===== src/rtl/cs_mult_arbiter_if.sv =====
// Requester/consumer bundle for the shared 4x4 multiplier.
// Master drives requests and operands; slave is the arbiter.
interface cs_mult_arbiter_if #(
  parameter int N_REQ = 4,
  parameter int ID_W  = 2
);
  logic [N_REQ-1:0]   req;
  logic [N_REQ-1:0]   gnt;
  logic [4*N_REQ-1:0] factor1_in;
  logic [4*N_REQ-1:0] factor2_in;
  logic [8:0]         product_out;
  logic [ID_W-1:0]    product_id;
  logic               product_valid;
  logic               product_ready;

  modport master (
    output req, factor1_in, factor2_in, product_ready,
    input  gnt, product_out, product_id, product_valid
  );

  modport slave (
    input  req, factor1_in, factor2_in, product_ready,
    output gnt, product_out, product_id, product_valid
  );
endinterface


===== src/rtl/cs_mult_arbiter.sv =====
// Round-robin sequencer sharing one carry-save 4x4 multiplier.
// Grant -> operand regs -> product reg -> valid/ready output.
module multiCS4_v1 (
  input  logic [3:0] a,
  input  logic [3:0] b,
  output logic [7:0] p
);
  logic [7:0] pp [4];
  logic [7:0] s0, c0, s1, c1;

  for (genvar i = 0; i < 4; i++) begin : g_pp
    assign pp[i] = {4'b0, a & {4{b[i]}}} << i;
  end

  // Two carry-save rows reduce four partial products; one final add.
  always_comb begin
    s0 = pp[0] ^ pp[1] ^ pp[2];
    c0 = ((pp[0] & pp[1]) | (pp[0] & pp[2]) | (pp[1] & pp[2])) << 1;
    s1 = s0 ^ c0 ^ pp[3];
    c1 = ((s0 & c0) | (s0 & pp[3]) | (c0 & pp[3])) << 1;
    p  = s1 + c1;
  end
endmodule

module cs_mult_arbiter #(
  parameter int N_REQ = 4,
  parameter int ID_W  = 2
) (
  input logic            clk,
  input logic            rst,
  cs_mult_arbiter_if.slave bus
);
  typedef enum logic [1:0] {IDLE, CALC, DONE} state_t;

  state_t          state, nxt;
  logic [3:0]      opa, opb;
  logic [7:0]      mp;
  logic [8:0]      prod;
  logic [ID_W-1:0] cur_id, pid, last, win;
  logic [ID_W+1:0] base;
  logic            found, take;

  multiCS4_v1 u_mult (
    .a(opa),
    .b(opb),
    .p(mp)
  );

  // Search last+1, last+2, ... so the previous winner ranks last.
  always_comb begin
    logic [ID_W:0] sum;
    found = 1'b0;
    win   = '0;
    sum   = '0;
    for (int i = 1; i <= N_REQ; i++) begin
      sum = {1'b0, last} + (ID_W+1)'(i);
      if (sum >= (ID_W+1)'(N_REQ))
        sum = sum - (ID_W+1)'(N_REQ);
      if (!found && bus.req[sum[ID_W-1:0]]) begin
        found = 1'b1;
        win   = sum[ID_W-1:0];
      end
    end
  end

  // Next state; take marks the operand capture cycle.
  always_comb begin
    nxt  = state;
    take = 1'b0;
    unique case (state)
      IDLE: begin
        if (found) begin
          take = 1'b1;
          nxt  = CALC;
        end
      end
      CALC: nxt = DONE;
      DONE: begin
        if (bus.product_ready) begin
          if (found) begin
            take = 1'b1;
            nxt  = CALC;
          end else begin
            nxt = IDLE;
          end
        end
      end
      default: nxt = IDLE;
    endcase
    if (rst) take = 1'b0;
  end

  assign base = {win, 2'b00};

  // State, operand capture and product capture.
  always_ff @(posedge clk) begin
    if (rst) begin
      state  <= IDLE;
      opa    <= '0;
      opb    <= '0;
      cur_id <= '0;
      last   <= ID_W'(N_REQ-1);
      prod   <= '0;
      pid    <= '0;
    end else begin
      state <= nxt;
      if (take) begin
        opa    <= bus.factor1_in[base +: 4];
        opb    <= bus.factor2_in[base +: 4];
        cur_id <= win;
        last   <= win;
      end
      if (state == CALC) begin
        prod <= {1'b0, mp};
        pid  <= cur_id;
      end
    end
  end

  assign bus.gnt           = take ? (N_REQ'(1) << win) : '0;
  assign bus.product_out   = prod;
  assign bus.product_id    = pid;
  assign bus.product_valid = (state == DONE);
endmodule


===== src/flat_wrapper.sv =====
// flat-port wrapper written by rule: the top's interface ports become plain ports
module cs_mult_arbiter_flat 
#(
  parameter int N_REQ = 4,
  parameter int ID_W  = 2
)
  (clk, rst, bus_req, bus_factor1_in, bus_factor2_in, bus_product_ready, bus_gnt, bus_product_out, bus_product_id, bus_product_valid);
  cs_mult_arbiter_if #(.N_REQ(N_REQ), .ID_W(ID_W)) bus_i ();
  input logic clk;
  input logic rst;
  input wire logic [$bits(bus_i.req)-1:0] bus_req;
  input wire logic [$bits(bus_i.factor1_in)-1:0] bus_factor1_in;
  input wire logic [$bits(bus_i.factor2_in)-1:0] bus_factor2_in;
  input wire logic [$bits(bus_i.product_ready)-1:0] bus_product_ready;
  output wire logic [$bits(bus_i.gnt)-1:0] bus_gnt;
  output wire logic [$bits(bus_i.product_out)-1:0] bus_product_out;
  output wire logic [$bits(bus_i.product_id)-1:0] bus_product_id;
  output wire logic [$bits(bus_i.product_valid)-1:0] bus_product_valid;
  assign bus_i.req = bus_req;
  assign bus_i.factor1_in = bus_factor1_in;
  assign bus_i.factor2_in = bus_factor2_in;
  assign bus_i.product_ready = bus_product_ready;
  assign bus_gnt = bus_i.gnt;
  assign bus_product_out = bus_i.product_out;
  assign bus_product_id = bus_i.product_id;
  assign bus_product_valid = bus_i.product_valid;
  cs_mult_arbiter #(.N_REQ(N_REQ), .ID_W(ID_W)) u_core (.clk(clk), .rst(rst), .bus(bus_i));
endmodule

===== config.mk =====
export PLATFORM = sky130hd
export DESIGN_NAME = cs_mult_arbiter_flat
export DESIGN_NICKNAME = d
export VERILOG_FILES = /design/src/rtl/cs_mult_arbiter_if.sv /design/src/rtl/cs_mult_arbiter.sv /design/src/flat_wrapper.sv
export SDC_FILE = /design/constraint.sdc
export NUM_CORES = 1
export LEC_CHECK = 0
export CORE_ASPECT_RATIO = 2
export CORE_UTILIZATION = 45
export DETAILED_ROUTE_END_ITERATION = 12
export GPL_TIMING_DRIVEN = 0
export PLACE_DENSITY = 0.77
export SLEW_MARGIN = 10
export SYNTH_ARGS = -nofsm -noshare
export SYNTH_HDL_FRONTEND = slang
export SYNTH_SLANG_ARGS = --single-unit

===== constraint.sdc =====
create_clock -name clk -period 3.3 [get_ports clk]
set_input_delay 0.99 -clock clk [delete_from_list [all_inputs] [get_ports clk]]
set_output_delay 0.99 -clock clk [all_outputs]
set_load 0.02 [all_outputs]

==> results_dict.tcl, run 1 <==
set metrics [dict create \
    status "complete, no violations" \
    r2r-end "u_core.bus.product_out[7]$_SDFFE_PP0N_" \
    fin_crit_ns 3.22 \
    yosysWarningCount 0 \
    grt_start_max_net_pins 15 \
    initial_core_util 0.476 \
    synthCells 211 \
    pin_count 55 \
    cts.root.buffer_cell "clkbuf_8" \
    syn_area_per_cell_sq_um 8.23 \
    port_buffers 53 \
    critPathLaunch "bus_req[0]" \
    cts_made_buffers 3 \
    synth_edf_count 0 \
    seq_area_sq_um 480 \
    detail-route-antenna-nets 0 \
    n_antenna_cell 0 \
    dieArea_sq_um 4130 \
    drcViolationCount 0 \
    cp_max_fo 5 \
    cts_buffer_depth 2 \
    final_nets 326 \
    num_vias 1743 \
    cellLeakagePower_nw 1.01 \
    cp-end-kind "primary output" \
    grtUsageTotal 0.241 \
    dr.first_iter.drc_count 24 \
    drive_gt1_frac 0.161 \
    cp-start-kind "input pin" \
    clock_latency_ns 0.27 \
    grt_antenna_before_repair 0 \
    post-route-util 0.676 \
    viasPerCell 5.41 \
    areaGrowthSynthToFinish_pct 41.9 \
    htree_num_levels 1 \
    worstPathArrival_ns 2.23 \
    rr_worst_depth 10 \
    dpl.cell_count 313 \
    place_congestion 0.823 \
    clock_sinks 24 \
    drt_wl_total_um 4430 \
    final_cells 322 \
    core-area_sq_um 3650 \
    grt_pass1_wl_um 7460 \
    fmax_mhz 311 \
    hp-class "flop to flop" \
    cts_tree "built" \
    maxCapViolCount 0 \
    ys_seq_area_frac 0.277 \
    dr.pass1.iters 4 \
    chipWidth_um 45.9 \
    crit_slowest_cell "dlygate4sd2_1" \
    fillers 331 \
    grt-ovfl-total 0 \
    synth_area_sq_um 1740 \
    powerDensity_nw_per_um2 381 \
    finalMaxSlewViolations 0 \
    crit_chain "dlygate4sd2_1, nor2_2, a211oi_4, nand2b_4, inv_4, nand2_1, nor2b_2, buf_4" \
    rsz0062_at_grt "false" \
    rr_startpoint "u_core.opb[0]$_SDFFE_PP0P_" \
    ys_async_sr_fraction 0 \
    ys_seq_elements 24 \
    multi_input_area_sq_um 1170 \
    synth_ff_type "dfxtp_1" \
    dieHeight_um 89.9 \
    setup.worst_path.end "bus_gnt[1]" \
    clk_pin_slew_worst_paths_ns 0.08 \
    finalHoldViolCount 0 \
    setup_viol 0 \
    avgRoutedWirePerCell_um 13.8 \
    first_global_vias 1746 \
    fp-row-count 31 \
    vdd_drop_max_mv 0.257 \
    syn_nets 263 \
    worstPathRequired_ns 2.31 \
    rrSetupSlack_ns 0.48 \
    period_share 0.975 \
    power_uw 940 \
    skew_ns 0.00316 \
    dpl.hpwl_um 3700 \
    setup_tns_ns 0 \
    slowest_delay_ns 0.33 \
    synth.distinct_cells 44 \
    path_class "input pin to primary output" \
]
worst max-delay path: cells and delay by family:
family                 cells  cell delay [ns]
buffers and inverters      3             0.56
AND/OR/NAND/NOR            4             0.40
AO/OA/AOI/OAI              1             0.29
kinds of logic (layout without fill, tap and decap cells):
logic type,count (synthesis),in the layout,synth area share
and+or+nand+nor,74,74,0.218
AOI/OAI and AO/OA,72,72,0.298
DFF,24,24,0.277
buffers and inverters,24,86,0.0684
adders and majority gates,13,13,0.120
xor gates and xnor gates,2,2,0.0101
other,1,1,0.00216
muxes,1,1,0.00792
cell usage in the layout (no fill, tap or decap), drive strengths merged, types with 2 or more instances in the layout:
cell type,netlist,routed
a31oi,5,5
nand2,23,23
nor2b,7,7
clkdlybuf4s15,0,3
a211oi,3,3
fa,6,6
inv,13,13
buf,7,16
a21oi,16,16
nand3,9,9
clkbuf,4,7
a21o,3,3
nand2b,6,6
a211o,2,2
and2,9,9
ha,7,7
dfxtp,24,24
o311ai,4,4
clkdlybuf4s50,0,44
a32o,4,4
o21ai,22,22
a22o,4,4
xnor2,2,2
nor2,13,13
a32oi,4,4
dlygate4sd2,0,2
nand3b,5,5
worst min-delay path by stage:
stage / cells after the start / to / start / slack [ns]
6_report: 2 / u_core.bus.product_out[6]$_SDFFE_PP0N_ / u_core.bus.product_out[6]$_SDFFE_PP0N_ / 0.45
5_1_grt: 2 / u_core.bus.product_out[6]$_SDFFE_PP0N_ / u_core.bus.product_out[6]$_SDFFE_PP0N_ / 0.47
4_1_cts: 2 / u_core.bus.product_out[6]$_SDFFE_PP0N_ / u_core.bus.product_out[6]$_SDFFE_PP0N_ / 0.45
3_5_place_dp: 2 / u_core.bus.product_out[6]$_SDFFE_PP0N_ / u_core.bus.product_out[6]$_SDFFE_PP0N_ / 0.44
3_3_place_gp: 2 / u_core.bus.product_out[6]$_SDFFE_PP0N_ / u_core.bus.product_out[6]$_SDFFE_PP0N_ / 0.44
2_1_floorplan: 2 / u_core.bus.product_id[0]$_SDFFE_PP0N_ / u_core.cur_id[0]$_SDFFE_PP0P_ / 0.43
synthesized netlist by cell type (2+ instances only):
master	number	area [sq um]
a211o_1	2	17.5
a211oi_1	2	15.0
a21o_1	2	15.0
a21oi_1	11	55.1
a21oi_2	5	43.8
a22o_1	4	35.0
a31oi_1	4	25.0
a32o_1	4	40.0
a32oi_1	4	35.0
and2_1	9	56.3
buf_2	2	10.0
buf_4	3	22.5
buf_6	2	22.5
clkbuf_1	4	15.0
dfxtp_1	24	480
fa_1	6	120
ha_1	7	87.6
inv_1	12	45.0
nand2_1	23	86.3
nand2b_1	5	31.3
nand3_1	9	45.0
nand3b_1	5	37.5
nor2_1	12	45.0
nor2b_1	7	43.8
o21ai_0	13	65.1
o21ai_1	8	40.0
o311ai_1	4	35.0
xnor2_1	2	17.5
flip-flops by register name (all words and copies together) (netlist names):
name                    flops
u_core.bus.product_out      8
u_core.bus.product_id       2
u_core.cur_id               2
u_core.state                2
u_core.opb                  4
u_core.last                 2
u_core.opa                  4
timing repair:
action | CTS | global route
buffers inserted | 5 | 1
endpoints found under the setup margin | 4 | 4
resized for setup | 39 | 1
pin swaps | 1 | 1
hold buffers | 0 | 0
area by class of cell:
| cell class | instances | area share |
|---|---|---|
| Multi-Input combinational cell | 163 | 0.476 |
| Sequential cell | 24 | 0.195 |
| Clock buffer | 3 | 0.0168 |
| Clock inverter | 1 | 0.0122 |
| Inverter | 13 | 0.0208 |
| Timing Repair Buffer | 59 | 0.229 |
| Tap cell | 49 | 0.0249 |
| Buffer | 10 | 0.0254 |
stage by stage:
step	area (sq um)	setup WS (ns)	hold WS, ns
floorplan	1740	0.268	0.432
global placement	2330	-0.939	0.437
detailed placement	2330	-0.942	0.442
CTS	2460	0.0138	0.454
global route	2460	0.00622	0.465
finish	2460	0.0819	0.453
power by group:
group	internal, mW	switching [mW]
logic	0.167	0.168
registers	0.320	0.0304
clock network	0.162	0.0933
total	0.648	0.292
per-layer routing:
layer	part of all wire	wire length, um	up-vias	global-route usage
met1	0.34	1530	794	0.244
li1	-	-	877	-
met4	0.058	259	0	0.164
met5	0	0	-	0
met2	0.57	2540	54	0.424
met3	0.024	106	18	0.0181
No activity file was read; power rests on OpenSTA's default activity.
==> run 2, diff against run 1 <==
Settings changed: PLACE_DENSITY 0.77 to unset, PLACE_DENSITY_LB_ADDON set to 0.25.
==> run 2 against run 1 <==
  * Flip-flop and latch count did not move
  * Hold slack improved by 0.00091 ns
  * Die area did not move
  * Cell count rose by 0.31%
  * Routed wire length fell by 1.7%
  * Clock skew rose by 0.0033 ns
  * Clock-buffer cell count did not move
  * Global-route usage fell by 0.50 points
  * Largest cell class unchanged
  * Highest routed layer unchanged
==> results_dict.tcl, run 2 (synthesized netlist as in run 1, its figures left out) <==
set metrics [dict create \
    status "complete, no violations" \
    grt_pass1_wl_um 7340 \
    dr.pass1.iters 4 \
    cts_hold_buf 0 \
    drive_gt1_frac 0.157 \
    drt_wl_total_um 4360 \
    rrSetupSlack_ns 0.50 \
    fp-row-count 31 \
    fmax_mhz 312 \
    cts_made_buffers 3 \
    cts.root.buffer_cell "clkbuf_8" \
    cp-start-kind "input pin" \
    setup_tns_ns 0 \
    detail-route-antenna-nets 0 \
    critPathLaunch "bus_req[1]" \
    vdd_drop_max_mv 0.239 \
    grt-ovfl-total 0 \
    clock_sinks 24 \
    cellLeakagePower_nw 1.01 \
    dieArea_sq_um 4130 \
    setup_viol 0 \
    drcViolationCount 0 \
    final_cells 323 \
    rr_worst_depth 10 \
    whs_ns 0.454 \
    place_congestion 0.813 \
    placed_area_sq_um 2330 \
    path_class "input pin to primary output" \
    dpl.hpwl_um 3630 \
    final_common_cell "clkdlybuf4s50_1" \
    final_cell_mix "clkdlybuf4s50_1, dfxtp_1, nand2_1" \
    dieHeight_um 89.9 \
    cts_tree "built" \
    powerDensity_nw_per_um2 381 \
    finalHoldViolCount 0 \
    fin_crit_ns 3.20 \
    finalMaxSlewViolations 0 \
    core-area_sq_um 3650 \
    cp_max_fo 5 \
    finalInstanceArea_sq_um 2460 \
    final_nets 327 \
    largest_register_ff_count 8 \
    period_share 0.971 \
    setup.worst_path.end "bus_gnt[3]" \
    cts_buffer_depth 2 \
    cp-end-kind "primary output" \
    maxCapViolCount 0 \
    first_global_vias 1772 \
    r2r-end "u_core.bus.product_out[7]$_SDFFE_PP0N_" \
    port_buffers 53 \
    initial_core_util 0.476 \
    grtUsageTotal 0.236 \
    skew_ns 0.00650 \
    pin_count 55 \
    dpl.cell_count 313 \
    viasPerCell 5.44 \
    grt_start_max_net_pins 17 \
    clock_latency_ns 0.27 \
    num_vias 1758 \
    n_antenna_cell 0 \
    hp-class "flop to flop" \
    worstPathRequired_ns 2.31 \
    chipWidth_um 45.9 \
    clk_pin_slew_worst_paths_ns 0.09 \
    rsz0062_at_grt "false" \
    areaGrowthSynthToFinish_pct 41.9 \
    avgRoutedWirePerCell_um 13.5 \
    grt_antenna_before_repair 0 \
    dr.first_iter.drc_count 21 \
    htree_num_levels 1 \
    rr_startpoint "u_core.opb[0]$_SDFFE_PP0P_" \
    worstPathArrival_ns 2.21 \
    power_uw 938 \
]
[run 2: changes by cell type in the layout (fill, tap and decap cells not counted)]
cell / previous run / this run
nor2b_1: 5 / 6
clkdlybuf4s15_2: 3 / 0
nor2b_2: 2 / 1
buf_2: 3 / 4
inv_6: 0 / 1
clkbuf_2: 0 / 1
clkdlybuf4s15_1: 0 / 2
nand2_2: 0 / 1
inv_4: 1 / 0
nand2_1: 22 / 21
[run 2: stage by stage]
| step | setup WS [ns] | util |
|---|---|---|
| CTS | 0.000468 | 0.676 |
| finish | 0.0963 | 0.676 |
| global placement | -0.930 | 0.639 |
| global route | 0.00726 | 0.676 |
| detailed placement | -0.946 | 0.639 |
| floorplan | 0.268 | - |
[run 2: how the worst min path moves through the flow]
stage	from	to	slack (ns)	cells past startpoint
after floorplan	u_core.cur_id[0]$_SDFFE_PP0P_	u_core.bus.product_id[0]$_SDFFE_PP0N_	0.43	2
after global routing	u_core.bus.product_out[3]$_SDFFE_PP0N_	u_core.bus.product_out[3]$_SDFFE_PP0N_	0.47	2
after global placement	u_core.bus.product_out[6]$_SDFFE_PP0N_	u_core.bus.product_out[6]$_SDFFE_PP0N_	0.44	2
after detailed placement	u_core.bus.product_out[5]$_SDFFE_PP0N_	u_core.bus.product_out[5]$_SDFFE_PP0N_	0.44	2
final	u_core.bus.product_out[6]$_SDFFE_PP0N_	u_core.bus.product_out[6]$_SDFFE_PP0N_	0.45	2
after CTS	u_core.bus.product_out[5]$_SDFFE_PP0N_	u_core.bus.product_out[5]$_SDFFE_PP0N_	0.45	2
[run 2: report_power, final]
group	switching (mW)	internal, mW
Combinational	0.169	0.164
Sequential	0.0291	0.320
Clock	0.0935	0.162
[run 2: what timing repair did]
action	CTS	global route
gates resized for setup	34	4
gates cloned	0	0
pin swaps	1	1
buffers inserted	7	0
endpoints found under the setup margin	4	4
[run 2: critical path, cell delays in order]
cell and delay [ns]:
dlygate4sd2_1 0.30, nor2_2 0.09, a211oi_4 0.32, nand2b_4 0.10
inv_6 0.08, nand2_4 0.05, nor2b_1 0.12, buf_4 0.15
[run 2: cell type report]
type | count | area [sq um]
clock inverters | 1 | 30.0
clock buffers | 3 | 41.3
repair buffers | 60 | 561
flip-flops and latches | 24 | 480
fillers | 334 | 1180
inverters | 13 | 53.8
multi-input cells | 163 | 1170
well taps | 49 | 61.3
plain buffers | 10 | 62.6
[run 2: metal layers]
| layer | up-vias | GRT usage | routed length [um] | part of all wire |
|---|---|---|---|---|
| li1 | 873 | - | - | - |
| met1 | 809 | 0.225 | 1480 | 0.34 |
| met2 | 59 | 0.445 | 2580 | 0.59 |
| met3 | 17 | 0.0181 | 113 | 0.026 |
| met4 | 0 | 0.125 | 180 | 0.041 |
| met5 | - | 0 | 0 | 0 |
==> run 3, diff against run 2 <==
Settings changed: CORE_UTILIZATION 45 to 47, MAX_ROUTING_LAYER set to met4.
==> run 3 against run 2 <==
  * Non-clock buffer count grew 2
  * Clock-buffer cell count is the same
  * Hold slack lost 0.0035 ns
  * Final area grew 1.2%
==> results_dict.tcl, run 3 (synthesized netlist as in run 1, its figures left out) <==
set metrics [dict create \
    status "complete, no violations" \
    worstPathArrival_ns 2.26 \
    n_antenna_cell 0 \
    crit_slowest_cell "clkdlybuf4s15_2" \
    dr.pass1.iters 4 \
    setup_tns_ns 0 \
    cp_top_family "buffers and inverters" \
    critPathLaunch "bus_req[1]" \
    finalHoldViolCount 0 \
    placed_area_sq_um 2330 \
    dr.first_iter.drc_count 40 \
    r2r-end "u_core.bus.product_out[7]$_SDFFE_PP0N_" \
    initial_core_util 0.503 \
    cts_hold_buf 0 \
    clock_sinks 24 \
    place_congestion 0.849 \
    cellLeakagePower_nw 1.02 \
    chipWidth_um 45.0 \
    grt_start_max_net_pins 15 \
    rr_startpoint "u_core.opb[0]$_SDFFE_PP0P_" \
    pin_count 55 \
    drt_wl_total_um 4570 \
    grtUsageTotal 0.274 \
    clock_latency_ns 0.27 \
    cts.root.buffer_cell "clkbuf_8" \
    hp-class "flop to flop" \
    largest_register_ff_count 8 \
    dpl.hpwl_um 3590 \
    viasPerCell 5.52 \
    cts_buffer_depth 2 \
    skew_ns 0.00651 \
    slowest_delay_ns 0.23 \
    period_share 0.985 \
    critPathBufInv 4 \
    finalInstanceArea_sq_um 2490 \
    cts_tree "built" \
    grt_pass1_wl_um 7800 \
    grt_antenna_before_repair 0 \
    final_common_cell "clkdlybuf4s50_1" \
    post-route-util 0.722 \
    max_slew.worst_pin.slew_ns 0.482 \
    powerDensity_nw_per_um2 384 \
    power_uw 958 \
    dpl.cell_count 312 \
    rr_worst_depth 10 \
    vdd_drop_max_mv 0.236 \
    port_buffers 53 \
    rrSetupSlack_ns 0.48 \
    first_global_vias 1853 \
    final_nets 329 \
    fillers 302 \
    worstPathRequired_ns 2.31 \
    fin_crit_ns 3.25 \
    cp-end-kind "primary output" \
    cts_made_buffers 3 \
    cp-start-kind "input pin" \
    drcViolationCount 0 \
    finalMaxSlewViolations 0 \
    core-area_sq_um 3450 \
    dieArea_sq_um 3960 \
    fmax_mhz 308 \
    detail-route-antenna-nets 0 \
    num_vias 1789 \
    areaGrowthSynthToFinish_pct 43.6 \
    cp_max_fo 10 \
    cp_num_cells 8 \
    setup.worst_path.end "bus_gnt[1]" \
    htree_num_levels 1 \
    dieHeight_um 88.0 \
    clk_pin_slew_worst_paths_ns 0.09 \
    path_class "input pin to primary output" \
    crit_chain "clkdlybuf4s15_2, mux2i_2, o22a_1, buf_6, buf_12, o21ai_4, nor2b_1, buf_4" \
    fp-row-count 30 \
    grt-ovfl-total 0 \
    avgRoutedWirePerCell_um 14.1 \
    final_cells 324 \
    drive_gt1_frac 0.170 \
    seq_area_sq_um 480 \
    relSlewSlack 0.673 \
    final_cell_mix "clkdlybuf4s50_1, dfxtp_1, nand2_1" \
    setup_viol 0 \
    maxCapViolCount 0 \
    multi_input_area_sq_um 1180 \
]
run 3: tightest hold or removal path: stages, from the launching register on:
cell,delay [ns]
dfxtp_1,0.32
nand2_1,0.05
a21oi_1,0.05
run 3: how the worst min path moves through the flow:
stage / end / slack, ns / from / cells past startpoint
floorplan: u_core.bus.product_id[0]$_SDFFE_PP0N_ / 0.43 / u_core.cur_id[0]$_SDFFE_PP0P_ / 2
global placement: u_core.bus.product_out[6]$_SDFFE_PP0N_ / 0.44 / u_core.bus.product_out[6]$_SDFFE_PP0N_ / 2
detailed placement: u_core.bus.product_out[6]$_SDFFE_PP0N_ / 0.44 / u_core.bus.product_out[6]$_SDFFE_PP0N_ / 2
CTS: u_core.bus.product_out[6]$_SDFFE_PP0N_ / 0.46 / u_core.bus.product_out[6]$_SDFFE_PP0N_ / 2
global route: u_core.bus.product_out[3]$_SDFFE_PP0N_ / 0.47 / u_core.bus.product_out[3]$_SDFFE_PP0N_ / 2
finish: u_core.bus.product_out[6]$_SDFFE_PP0N_ / 0.45 / u_core.bus.product_out[6]$_SDFFE_PP0N_ / 2
run 3: layout make-up:
| cell class | instances | area share |
|---|---|---|
| clock buffers | 3 | 0.0166 |
| flip-flops and latches | 24 | 0.193 |
| multi-input cells | 163 | 0.473 |
| well taps | 48 | 0.0241 |
| inverters | 13 | 0.0216 |
| repair buffers | 61 | 0.227 |
| clock inverters | 1 | 0.0120 |
| plain buffers | 11 | 0.0331 |
run 3: per-layer routing:
layer  share of wire  wire length [um]  GRT usage  vias up
met1            0.33              1510      0.236      829
met2            0.59              2700      0.526       64
met4           0.052               237      0.168        0
li1                -                 -          -      881
met5               0                 0          -        -
met3           0.028               128     0.0206       15
run 3: timing repair:
item / in CTS / in global routing
buffers inserted: 5 / 3
gates resized for setup: 39 / 7
pin swaps: 1 / 2
setup endpoints to repair: 4 / 4
endpoints found under the hold margin: 0 / 0
run 3: stage by stage:
stage | hold slack (ns) | worst slack, ns
finish | 0.451 | 0.0497
CTS | 0.456 | 0.0226
floorplan | 0.432 | 0.268
global route | 0.471 | -0.0241
detailed placement | 0.444 | -0.942
global placement | 0.437 | -0.935
run 3: report_power, final:
group | internal [mW] | switching [mW] | leakage (nW)
sequential | 0.320 | 0.0298 | 0.197
clock | 0.162 | 0.0964 | 0.0357
combinational | 0.175 | 0.175 | 0.791
